**src/rtl/jtframe_bank_arb.sv**
```systemverilog
// jtframe_bank_arb: round-robin arbiter sharing one SDRAM bank port among N requesters.
// One bank transfer at a time; read data is held per requester until its next read lands.
module jtframe_bank_arb #(
  parameter int N  = 4,
  parameter int AW = 22,
  parameter int DW = 16
) (
  input  logic            clk,
  input  logic            rst,
  input  logic [N-1:0]    req_rd,
  input  logic [N-1:0]    req_wr,
  input  logic [N*AW-1:0] req_addr,
  input  logic [N*DW-1:0] req_din,
  input  logic [N*2-1:0]  req_dsn,
  output logic [N*DW-1:0] req_dout,
  output logic [N-1:0]    req_ok,
  output logic [AW-1:0]   ba_addr,
  output logic            ba_rd,
  output logic            ba_wr,
  output logic [DW-1:0]   ba_din,
  output logic [1:0]      ba_dsn,
  input  logic            ba_ack,
  input  logic            ba_dok,
  input  logic            ba_rdy,
  input  logic [DW-1:0]   sdram_dout,
  output logic            busy
);
  localparam int SW = (N > 1) ? $clog2(N) : 1;

  typedef enum logic [1:0] { IDLE, REQ, WAIT } state_t;
  state_t state, state_nxt;

  logic [SW-1:0] ptr, sel, gnt_idx;
  logic [N-1:0]  mask, active;
  logic          gnt_vld, done, xfer_wr;
  logic [AW-1:0] addr_a [N];
  logic [DW-1:0] din_a  [N];
  logic [1:0]    dsn_a  [N];
  logic [DW-1:0] dout_q [N];

  for (genvar i = 0; i < N; i++) begin : g_unpack
    assign addr_a[i]            = req_addr[i*AW +: AW];
    assign din_a[i]             = req_din[i*DW +: DW];
    assign dsn_a[i]             = req_dsn[i*2 +: 2];
    assign req_dout[i*DW +: DW] = dout_q[i];
  end

  assign active = (req_rd | req_wr) & ~mask;
  assign busy   = state != IDLE;

  // First active requester at or after ptr, wrapping modulo N
  always_comb begin
    logic [SW:0] pos;
    gnt_vld = 1'b0;
    gnt_idx = '0;
    pos     = '0;
    for (int k = 0; k < N; k++) begin
      pos = {1'b0, ptr} + (SW+1)'(k);
      if (pos >= (SW+1)'(N)) pos = pos - (SW+1)'(N);
      if (!gnt_vld && active[pos[SW-1:0]]) begin
        gnt_vld = 1'b1;
        gnt_idx = pos[SW-1:0];
      end
    end
  end

  always_comb begin
    state_nxt = state;
    done      = 1'b0;
    case (state)
      IDLE: if (gnt_vld) state_nxt = REQ;
      REQ:  if (ba_ack) begin
              if (ba_rdy) begin
                state_nxt = IDLE;
                done      = 1'b1;
              end else begin
                state_nxt = WAIT;
              end
            end
      WAIT: if (ba_rdy) begin
              state_nxt = IDLE;
              done      = 1'b1;
            end
      default: state_nxt = IDLE;
    endcase
  end

  always_ff @(posedge clk or posedge rst) begin
    if (rst) begin
      state   <= IDLE;
      sel     <= '0;
      ptr     <= '0;
      mask    <= '0;
      xfer_wr <= 1'b0;
      ba_addr <= '0;
      ba_din  <= '0;
      ba_dsn  <= 2'b11;
      ba_rd   <= 1'b0;
      ba_wr   <= 1'b0;
      req_ok  <= '0;
      for (int i = 0; i < N; i++) dout_q[i] <= '0;
    end else begin
      state  <= state_nxt;
      req_ok <= '0;
      mask   <= '0;
      if (state == IDLE && gnt_vld) begin
        sel     <= gnt_idx;
        ba_addr <= addr_a[gnt_idx];
        ba_din  <= din_a[gnt_idx];
        ba_dsn  <= dsn_a[gnt_idx];
        xfer_wr <= req_wr[gnt_idx];
        ba_wr   <= req_wr[gnt_idx];
        ba_rd   <= ~req_wr[gnt_idx];
      end
      if (state != IDLE && ba_dok && !xfer_wr) dout_q[sel] <= sdram_dout;
      if (state == REQ && ba_ack) begin
        ba_rd <= 1'b0;
        ba_wr <= 1'b0;
      end
      // Mask keeps the finished requester out for the cycle it spends dropping its request
      if (done) begin
        req_ok[sel] <= 1'b1;
        mask[sel]   <= 1'b1;
        ptr         <= (sel == SW'(N-1)) ? '0 : sel + 1'b1;
      end
    end
  end
endmodule

```
**config.mk**
```make
export PLATFORM = sky130hd
export DESIGN_NAME = jtframe_bank_arb
export DESIGN_NICKNAME = d
export VERILOG_FILES = /design/src/rtl/jtframe_bank_arb.sv
export SDC_FILE = /design/constraint.sdc
export NUM_CORES = 1
export LEC_CHECK = 0
export ABC_AREA = 1
export BUFFER_PORTS_ARGS = -buffer_cell sky130_fd_sc_hd__buf_2
export CAP_MARGIN = 20
export CORE_AREA = 2 2 117 119
export DETAILED_ROUTE_END_ITERATION = 8
export DIE_AREA = 0 0 119 121
export GPL_TIMING_DRIVEN = 0
export PLACE_DENSITY = 0.81
export SETUP_SLACK_MARGIN = 0.1
export SKIP_LAST_GASP = 1
export SYNTH_ARGS = -nofsm -noshare
export SYNTH_HDL_FRONTEND = slang
export SYNTH_SLANG_ARGS = --single-unit
```
**constraint.sdc**
```tcl
create_clock -name clk -period 4.07 [get_ports clk]
set_input_delay 0.2035 -clock clk [delete_from_list [all_inputs] [get_ports clk]]
set_output_delay 0.2035 -clock clk [all_outputs]
set_load 0.1 [all_outputs]
```
* Word level (Yosys, flattened, before mapping)
Index checks and enable logic that the tools add are counted.
** Word-level totals
- Register bits after elaboration :: 117
- Logic and storage cells :: 115
- Output and inout bits :: 111
- Bits of input ports :: 189
** Cells by class
- Bitwise operators :: 6
- Muxes and demuxes :: 50
- Add/subtract/negate cells :: 8
- $lt $le $gt $ge :: 14
- Eq/ne operators :: 6
- Reductions and logical operators :: 17
** Operator list (number)
- 64-bit bitwise mux :: 1
- 16-bit 2-to-1 mux :: 3
- 22-bit binary-select mux with 2-bit select :: 1
- 22-bit 2-to-1 mux :: 2
- 16-bit binary-select mux with 2-bit select :: 1
- 16-bit demux with 2-bit select :: 1
- 2-bit 2-to-1 mux :: 15
- 2-bit by 3-bit less-than comparator with 1-bit output, second input constant :: 6
- 1-bit 2-to-1 mux :: 16
- 3-bit greater-or-equal comparator, second input constant :: 5
- 1-bit binary-select mux with 2-bit select :: 5
- 1-bit logical AND :: 9
- 2-bit by 1-bit subtractor with 2-bit output, second input constant :: 4
- 2-bit by 2-bit adder with 3-bit output, second input constant :: 2
- 2-bit != test, second input constant :: 3
- 2-bit NOT with 3-bit output :: 2
- 2-bit one-hot mux with 3 select lines :: 1
- 4-bit AND :: 1
- 2-bit binary-select mux with 2-bit select :: 1
- 2-bit == test, second input constant :: 2
- 1-bit logical NOT :: 4
- 4-bit 2-to-1 mux :: 1
- 4-bit NOT :: 1
- 4-bit bitwise OR :: 1
- 12 further kinds :: 13

* Depth between registers and ports, before layout
Gate-level depths: netlist (run 1).
- Depth in word-level cells :: 19
- Depth in mapped cells :: 17
- Gate-level depth less buffers :: 16

* Worst setup path before layout (run 1)
Ideal clock, no wire load.
- Kind :: register to register
- Start point :: register mask[1]
- End point :: register ba_addr[0]
- Library setup time :: 130 ps
- Period minus slack after synthesis :: 2360 ps
- Slack :: 1710 ps
- Stages on the path, launching flop included :: 12
- Buffers on the path :: 2
- Arrival :: 2230 ps
- Required time :: 3940 ps
- Cell sequence :: dfrtp_1 > inv_1 > nand3_1 > nand2_1 > nor2_4 > nand2_2 > nand3_2 > nand3_4 > buf_6 > buf_2 > o211ai_1 > nand3_1
** Between the ends
- Word-level cells in the longest chain between the ends :: 18
- Elaborated cells on any way between the ends :: 29
- Those cells by class :: 19 x mux; 3 x bitwise; 7 x reduce/logical
** Ends and longest elaborated chain
- start: declaration :: line 34 : logic [N-1:0] mask, active;
- start signal: assignment :: line 93 : mask <= '0;
- start signal: assignment :: line 105 : mask <= '0;
- start signal: indexed assignment :: line 123 : mask[sel] <= 1'b1;
- 4-bit NOT * :: line 48 : assign active = (req_rd | req_wr) & ~mask;
- 4-bit AND * :: line 48
- 1-bit binary-select mux with 2-bit select :: line 60 : if (!gnt_vld && active[pos[SW-1:0]]) begin
- 1-bit 2-to-1 mux (implied by the code) :: line 60
- 1-bit 2-to-1 mux :: line 60
- 1-bit logical NOT :: line 60
- 1-bit logical AND :: line 60
- 1-bit 2-to-1 mux :: line 60
- 1-bit logical NOT :: line 60
- 1-bit logical AND :: line 60
- 1-bit 2-to-1 mux :: line 60
- 1-bit logical NOT :: line 60
- 1-bit logical AND :: line 60
- 2-bit 2-to-1 mux :: line 60
- 2-bit NOT with 3-bit output (implied by the code) :: line 108 : ba_addr <= addr_a[gnt_idx];
- 22-bit binary-select mux with 2-bit select :: line 108
- 22-bit 2-to-1 mux (implied by the code) (2 in series) :: line 108
- end signal: assignment :: line 108
- end: declaration :: line 17 : output logic [AW-1:0] ba_addr,
Every way passes the cells marked *; elsewhere a longest branch is shown, timed or not. The select of a mux whose other input is x is not followed.
A chain may end at the register's enable or synchronous reset.

* Final worst setup path (run 1)
- Start point :: register ptr[0]
- End point :: register ba_addr[5]
** Between the ends
- Word-level cells in the longest chain between the ends :: 18
- Elaborated cells on any way between the ends :: 42
- Those cells by class :: 7 x add/sub; 4 x order compare; 23 x mux; 1 x bitwise; 7 x reduce/logical
** Ends and longest elaborated chain
- start: declaration :: line 33 : logic [SW-1:0] ptr, sel, gnt_idx;
- start signal: assignment :: line 124 : ptr <= (sel == SW'(N-1)) ? '0 : sel + 1'b1;
- parallel branches: the longest is 18 deep, another holds 2-bit by 1-bit adder with 3-bit output
Parallel ways; which one is timed is not known. The select of a mux whose other input is x is not followed.

==> impl_metrics.toml, run 1 <==
[logic_synthesis]
synth_compound_area_frac = 0.1412
ys_seq_elements = 117
synth_top_family_by_area = "simple AND/OR/NAND/NOR gates"
syn_area_um2 = 6068
syn_area_per_cell_um2 = 7.501
netlist_instances = 809
synth.net_count = 1005
synthXorXnorAreaFrac = 0
ys_warn_count = 0
post_synth_num_cell_types = 27
synth_fa_ha_area_frac = 0.01443
muxShareOfSynthArea = 0
ys_seq_area_frac = 0.4829
yosys.area_share.simple = 0.2464

[finish]
multi_input_area_um2 = 2440
layout.cells.most_common_list = "317 x buf_2, 279 x nand2_1, 124 x inv_1"
fillerInstances = 1146
area_delta_synth_final_pct = 38.82
final_net_count = 1325
drive_gt1_frac = 0.3252
post-route-util = 0.6438
design_area_um2 = 8424
ff_latch_area_um2 = 2930
final_common_cell = "buf_2"

[grt]
grt_first_pass_wirelength_um = 33520
antenna_found_initial = 3
grt_pass1_vias = 6475
grt_max_degree = 61
grt_usage = 0.3017
grt-ovfl-total = 0

[sta]
setup_viol = 0
period_share = 0.6102
post-route-min-period_ns = 2.483
tightestPinTransition_ns = 0.6201
max_freq_mhz = 402.7
setup_tns_ns = 0
hold_viol = 0
fin_skew_ns = 0.007604
drv_slew = 0
rsz0062_at_grt = "no"
slew_headroom = 0.5866

[min_path]
hold_depth = 2
hp-class = "primary input to register"
hold-path-endpoint = "state[1]"
holdCritStartpoint = "ba_rdy"

[worst_setup_path]
crit_chain = "inv_2, nand2_2, nand2_2, inv_2, nand3_1, nand2_2, nand2_2, nand2_1, nand2_2, nand3_4, clkbuf_1, o21ai_0, nand2_1, nand3_1"
arrival_ns = 2.77
cp.buffers_inverters = 3
startpoint_type = "register"
r2r_end = "ba_addr[5]"
critPathTopFamily = "simple AND/OR/NAND/NOR gates"
worst_r2r_path_depth = 14
critical_path_class = "register to register"
critPathCaptureType = "register"
worstPathRequired_ns = 4.35
crit_fanout = 10
cpMaxStageDelayCell = "dfrtp_1"
regToRegSetupSlack_ns = 1.59
crit_top_cell = "nand2_2"
r2r-start = "ptr[0]"
worst-path-stages = 14
cp_slowest_stage_delay_ns = 0.49

[clocking]
cts_root_buf = "clkbuf_16"
cts_setup_buffers = 0
htreeDepth = 4
clockBufferDepth = 2
cts.sinks = 117
clk_latency_ns = 0.41
cts_resized = 0
path_clk_slew_ns = 0.06
cts_tree = "done"
cts-buffers-inserted = 17

[placement]
place_congestion = 0.8929
placedInstanceArea_um2 = 7818
port_buffers = 299
dp_hpwl_um = 16020

[detailed_routing]
wl_per_cell_um = 16.25
vias = 6560
drt-vias-per-instance = 4.970
finalWirelength_um = 21460
drc = 0
drtIter0Drc = 388
ant_nets = 0
first_pass_iters = 5

[floorplan]
io-pin-count = 300
die_y_um = 121
fp.dieW_um = 119
die_area_um2 = 14400
core_um2 = 13090
initial_core_util = 0.4638
row_count = 42

[job]
maxCapViolCount = 0

[status]
status = "completed"
-- through the flow --
stage / setup slack [ns] / hold WS (ns) / cells
6_report: 1.587 / 0.02981 / 1320
5_1_grt: 1.389 / 0.04745 / 1320
4_1_cts: 1.626 / 0.02072 / 1317
3_5_place_dp: 1.670 / 0.2964 / 1285
3_3_place_gp: -0.5362 / 0.4590 / 1284
2_1_floorplan: 0.7690 / 0.3200 / 809
-- what timing repair did --
item | CTS | global route
setup endpoints to repair | 0 | 0
endpoints found under the hold margin | 56 | 0
hold buffers | 1 | 0
-- how the worst max path moves through the flow --
stage                 from          to  slack [ns]
global placement       rst  ba_din[13]       -0.54
floorplan              rst  ba_addr[0]        0.77
global route        ptr[0]  ba_addr[5]        1.39
finish              ptr[0]  ba_addr[5]        1.59
detailed placement  ptr[0]  ba_addr[5]        1.67
CTS                 ptr[0]  ba_addr[5]        1.63
-- area by class of cell --
| type | count | area share |
|---|---|---|
| clock inverter | 12 | 0.01857 |
| antenna | 3 | 0.0008911 |
| buffer | 42 | 0.02629 |
| inverter | 127 | 0.05718 |
| sequential | 117 | 0.3478 |
| timing repair buffer | 301 | 0.1821 |
| multi-input combinational | 523 | 0.2896 |
| tap | 176 | 0.02614 |
| clock buffer | 19 | 0.05139 |
-- sequential cells by signal (all words and copies together) (netlist names) --
signal    count
sel           2
ba_dsn        2
ba_din       16
mask          4
req_dout     64
state         2
ba_wr         1
xfer_wr       1
ba_rd         1
ptr           2
ba_addr      22
-- layer usage --
metal	part of all wire	vias to the layer above	global-route usage
li1	-	3186	-
met1	0.39	3037	0.3414
met2	0.51	301	0.5334
met3	0.080	36	0.09633
met4	0.024	0	0.1116
met5	0	-	0
-- cell usage after synthesis --
| master | n | area share |
|---|---|---|
| nand2_1 | 279 | 0.17 |
| inv_1 | 125 | 0.077 |
| dfrtp_1 | 115 | 0.47 |
| o21ai_0 | 100 | 0.082 |
| nand3_1 | 61 | 0.050 |
| o21ai_1 | 26 | 0.021 |
| o211ai_1 | 21 | 0.026 |
| buf_2 | 18 | 0.015 |
| clkbuf_1 | 17 | 0.011 |
| ha_1 | 7 | 0.014 |
| nor2_1 | 7 | 0.0043 |
| a21oi_1 | 5 | 0.0041 |
| nand2_2 | 5 | 0.0052 |
| buf_6 | 4 | 0.0074 |
| buf_4 | 3 | 0.0037 |
| nand4_1 | 3 | 0.0031 |
| dfstp_2 | 2 | 0.0087 |
| inv_2 | 2 | 0.0012 |
| a21oi_4 | 1 | 0.0027 |
| nand3_2 | 1 | 0.0016 |
| nand3_4 | 1 | 0.0029 |
| nand4_4 | 1 | 0.0035 |
| nor2_2 | 1 | 0.0010 |
| nor2_4 | 1 | 0.0019 |
| o211ai_2 | 1 | 0.0021 |
| o22ai_1 | 1 | 0.0010 |
| o32ai_1 | 1 | 0.0014 |
-- kinds of logic (layout without fill, tap and decap cells) --
kind of cell    after synthesis  count (layout)
simple gates                360             360
buf+inv                     169             501
compound gates              156             156
flops                       117             117
other cells                   0               3
fa+ha+maj                     7               7
Power of run 1 is not shown: default switching activity piles up to over one toggle a cycle in this logic, so the estimate is an artifact.
==> run 2: changes to the inputs <==
- CORE_AREA: 2 2 117 119 -> 2 2 124 126
- DIE_AREA: 0 0 119 121 -> 0 0 126 128
- PLACE_DENSITY: 0.81 -> 0.76
- clock period: 4.07 -> 2.1 ns (I/O delays scaled with it)
==> run 2 against run 1 <==
  * The flow now finishes with violations (negative setup slack)
  * Die area increased by 12%
  * Wire length increased by 13%
  * First-iteration DRC count decreased by 11%
  * Fmax increased by 16%
  * Hold slack got worse by 0.024 ns
  * Critical path type unchanged
  * Critical endpoint is now ba_din[15]
  * Largest cell class unchanged
==> impl_metrics.toml, run 2 (synthesized netlist as in run 1, its figures left out) <==
[clocking]
path_clk_slew_ns = 0.06
cts_tree = "done"
cts.sinks = 117
clk_latency_ns = 0.42
clockBufferDepth = 2
cts_root_buf = "clkbuf_16"
cts-buffers-inserted = 17
htreeDepth = 4

[floorplan]
die_area_um2 = 16130
core_um2 = 14860
initial_core_util = 0.4082
io-pin-count = 300
die_y_um = 128
row_count = 45
fp.dieW_um = 126

[status]
status = "finished, violations left"
violations = "negative setup slack"

[detailed_routing]
drc = 0
wl_per_cell_um = 17.29
ant_nets = 0
first_pass_iters = 7
vias = 6943
drt-vias-per-instance = 4.963
finalWirelength_um = 24190
drtIter0Drc = 347

[worst_setup_path]
regToRegSetupSlack_ns = -0.04
startpoint_type = "register"
r2r_end = "ba_din[15]"
crit_fanout = 10
crit_top_cell = "nand2_4"
cp_slowest_stage_delay_ns = 0.46
worst_r2r_path_depth = 13
cpMaxStageDelayCell = "dfrtp_2"
arrival_ns = 2.43
worstPathRequired_ns = 2.39
startpoint = "ptr[0]"
critical_path_class = "register to register"
r2r-start = "ptr[0]"
critPathCaptureType = "register"
crit_chain = "clkinv_4, nand2_4, nand2_4, inv_4, nand3_4, nand2_4, nand4_4, buf_4, nand3_4, buf_12, o21ai_0, nand2_1, nand3_1"

[finish]
final_common_cell = "buf_2"
largest_reg_flops = 64
final_net_count = 1392
area_delta_synth_final_pct = 60.91
layout.cells.most_common_list = "301 x buf_2, 250 x nand2_1, 119 x inv_1"
layout.cells.non_filler = 1399
drive_gt1_frac = 0.3995

[sta]
drv_slew = 0
max_freq_mhz = 466.8
fin_ws_ns = -0.04210
hold_viol = 0
period_share = 1.020
slew_headroom = 0.6160
tightestPinTransition_ns = 0.5800
setup_tns_ns = -0.3386
post-route-min-period_ns = 2.142
rsz0062_at_grt = "yes"
timing.hold.ws_ns = 0.005773
setup_viol = 18
fin_skew_ns = 0.01528

[grt]
grt_usage = 0.2849
grt-ovfl-total = 0
grt_pass1_vias = 6722
grt_first_pass_wirelength_um = 35280
grt_max_degree = 43
antenna_found_initial = 3

[placement]
pre_cts_ws_ns = -0.2873
dp_hpwl_um = 16560
port_buffers = 299
dpl.cell_count = 1299
place_congestion = 0.9179

[min_path]
holdCritStartpoint = "sdram_dout[13]"
hp-class = "primary input to register"
hold_depth = 3
hold-path-endpoint = "req_dout[45]"

[job]
maxCapViolCount = 0
[run 2: layer usage]
metal,track usage,share of wire,routed length [um],vias up
met5,0,0.00054,13,-
met4,0.1454,0.049,1197,2
met3,0.09766,0.089,2155,70
met2,0.4775,0.49,11790,367
met1,0.3245,0.37,9035,3167
li1,-,-,-,3337
[run 2: timing repair]
action / in CTS / in global routing
buffers inserted: 16 / 6
hold buffers: 36 / 0
cloned: 4 / 5
hold endpoints to repair: 164 / 0
resized for setup: 100 / 81
setup endpoints to repair: 45 / 79
pin swaps: 21 / 31
[run 2: per-stage QoR]
| stage | utilization | cell area (um2) |
|---|---|---|
| floorplan | - | 6095 |
| detailed placement | 0.5306 | 7886 |
| global placement | 0.5265 | 7826 |
| CTS | 0.6299 | 9363 |
| finish | 0.6569 | 9764 |
| global route | 0.6569 | 9764 |
[run 2: final cells by class]
| type | count | area (um2) |
|---|---|---|
| fill | 1251 | 5100 |
| inverter | 127 | 488.0 |
| sequential | 117 | 2937 |
| clock inverter | 13 | 123.9 |
| timing repair buffer | 367 | 2328 |
| tap | 188 | 235.2 |
| buffer | 42 | 466.7 |
| clock buffer | 19 | 452.9 |
| multi-input combinational | 524 | 2728 |
| antenna | 2 | 5.005 |
[run 2: worst max-delay path by stage]
stage	end	slack (ns)	depth (start not counted)
floorplan	ba_addr[0]	0.08	11
global placement	mask[3]	-0.41	2
detailed placement	ba_din[1]	-0.29	13
CTS	ba_din[11]	0.02	12
global route	ba_din[6]	-0.16	14
finish	ba_din[15]	-0.04	13
[run 2: worst max-delay path, delay by kind of cell, from the launching register on]
kind	cells	cell delay, ns
compound gates	1	0.08
buf+inv	4	0.58
simple gates	8	0.88
flops	1	0.46
Power of run 2 is left out for the same reason.
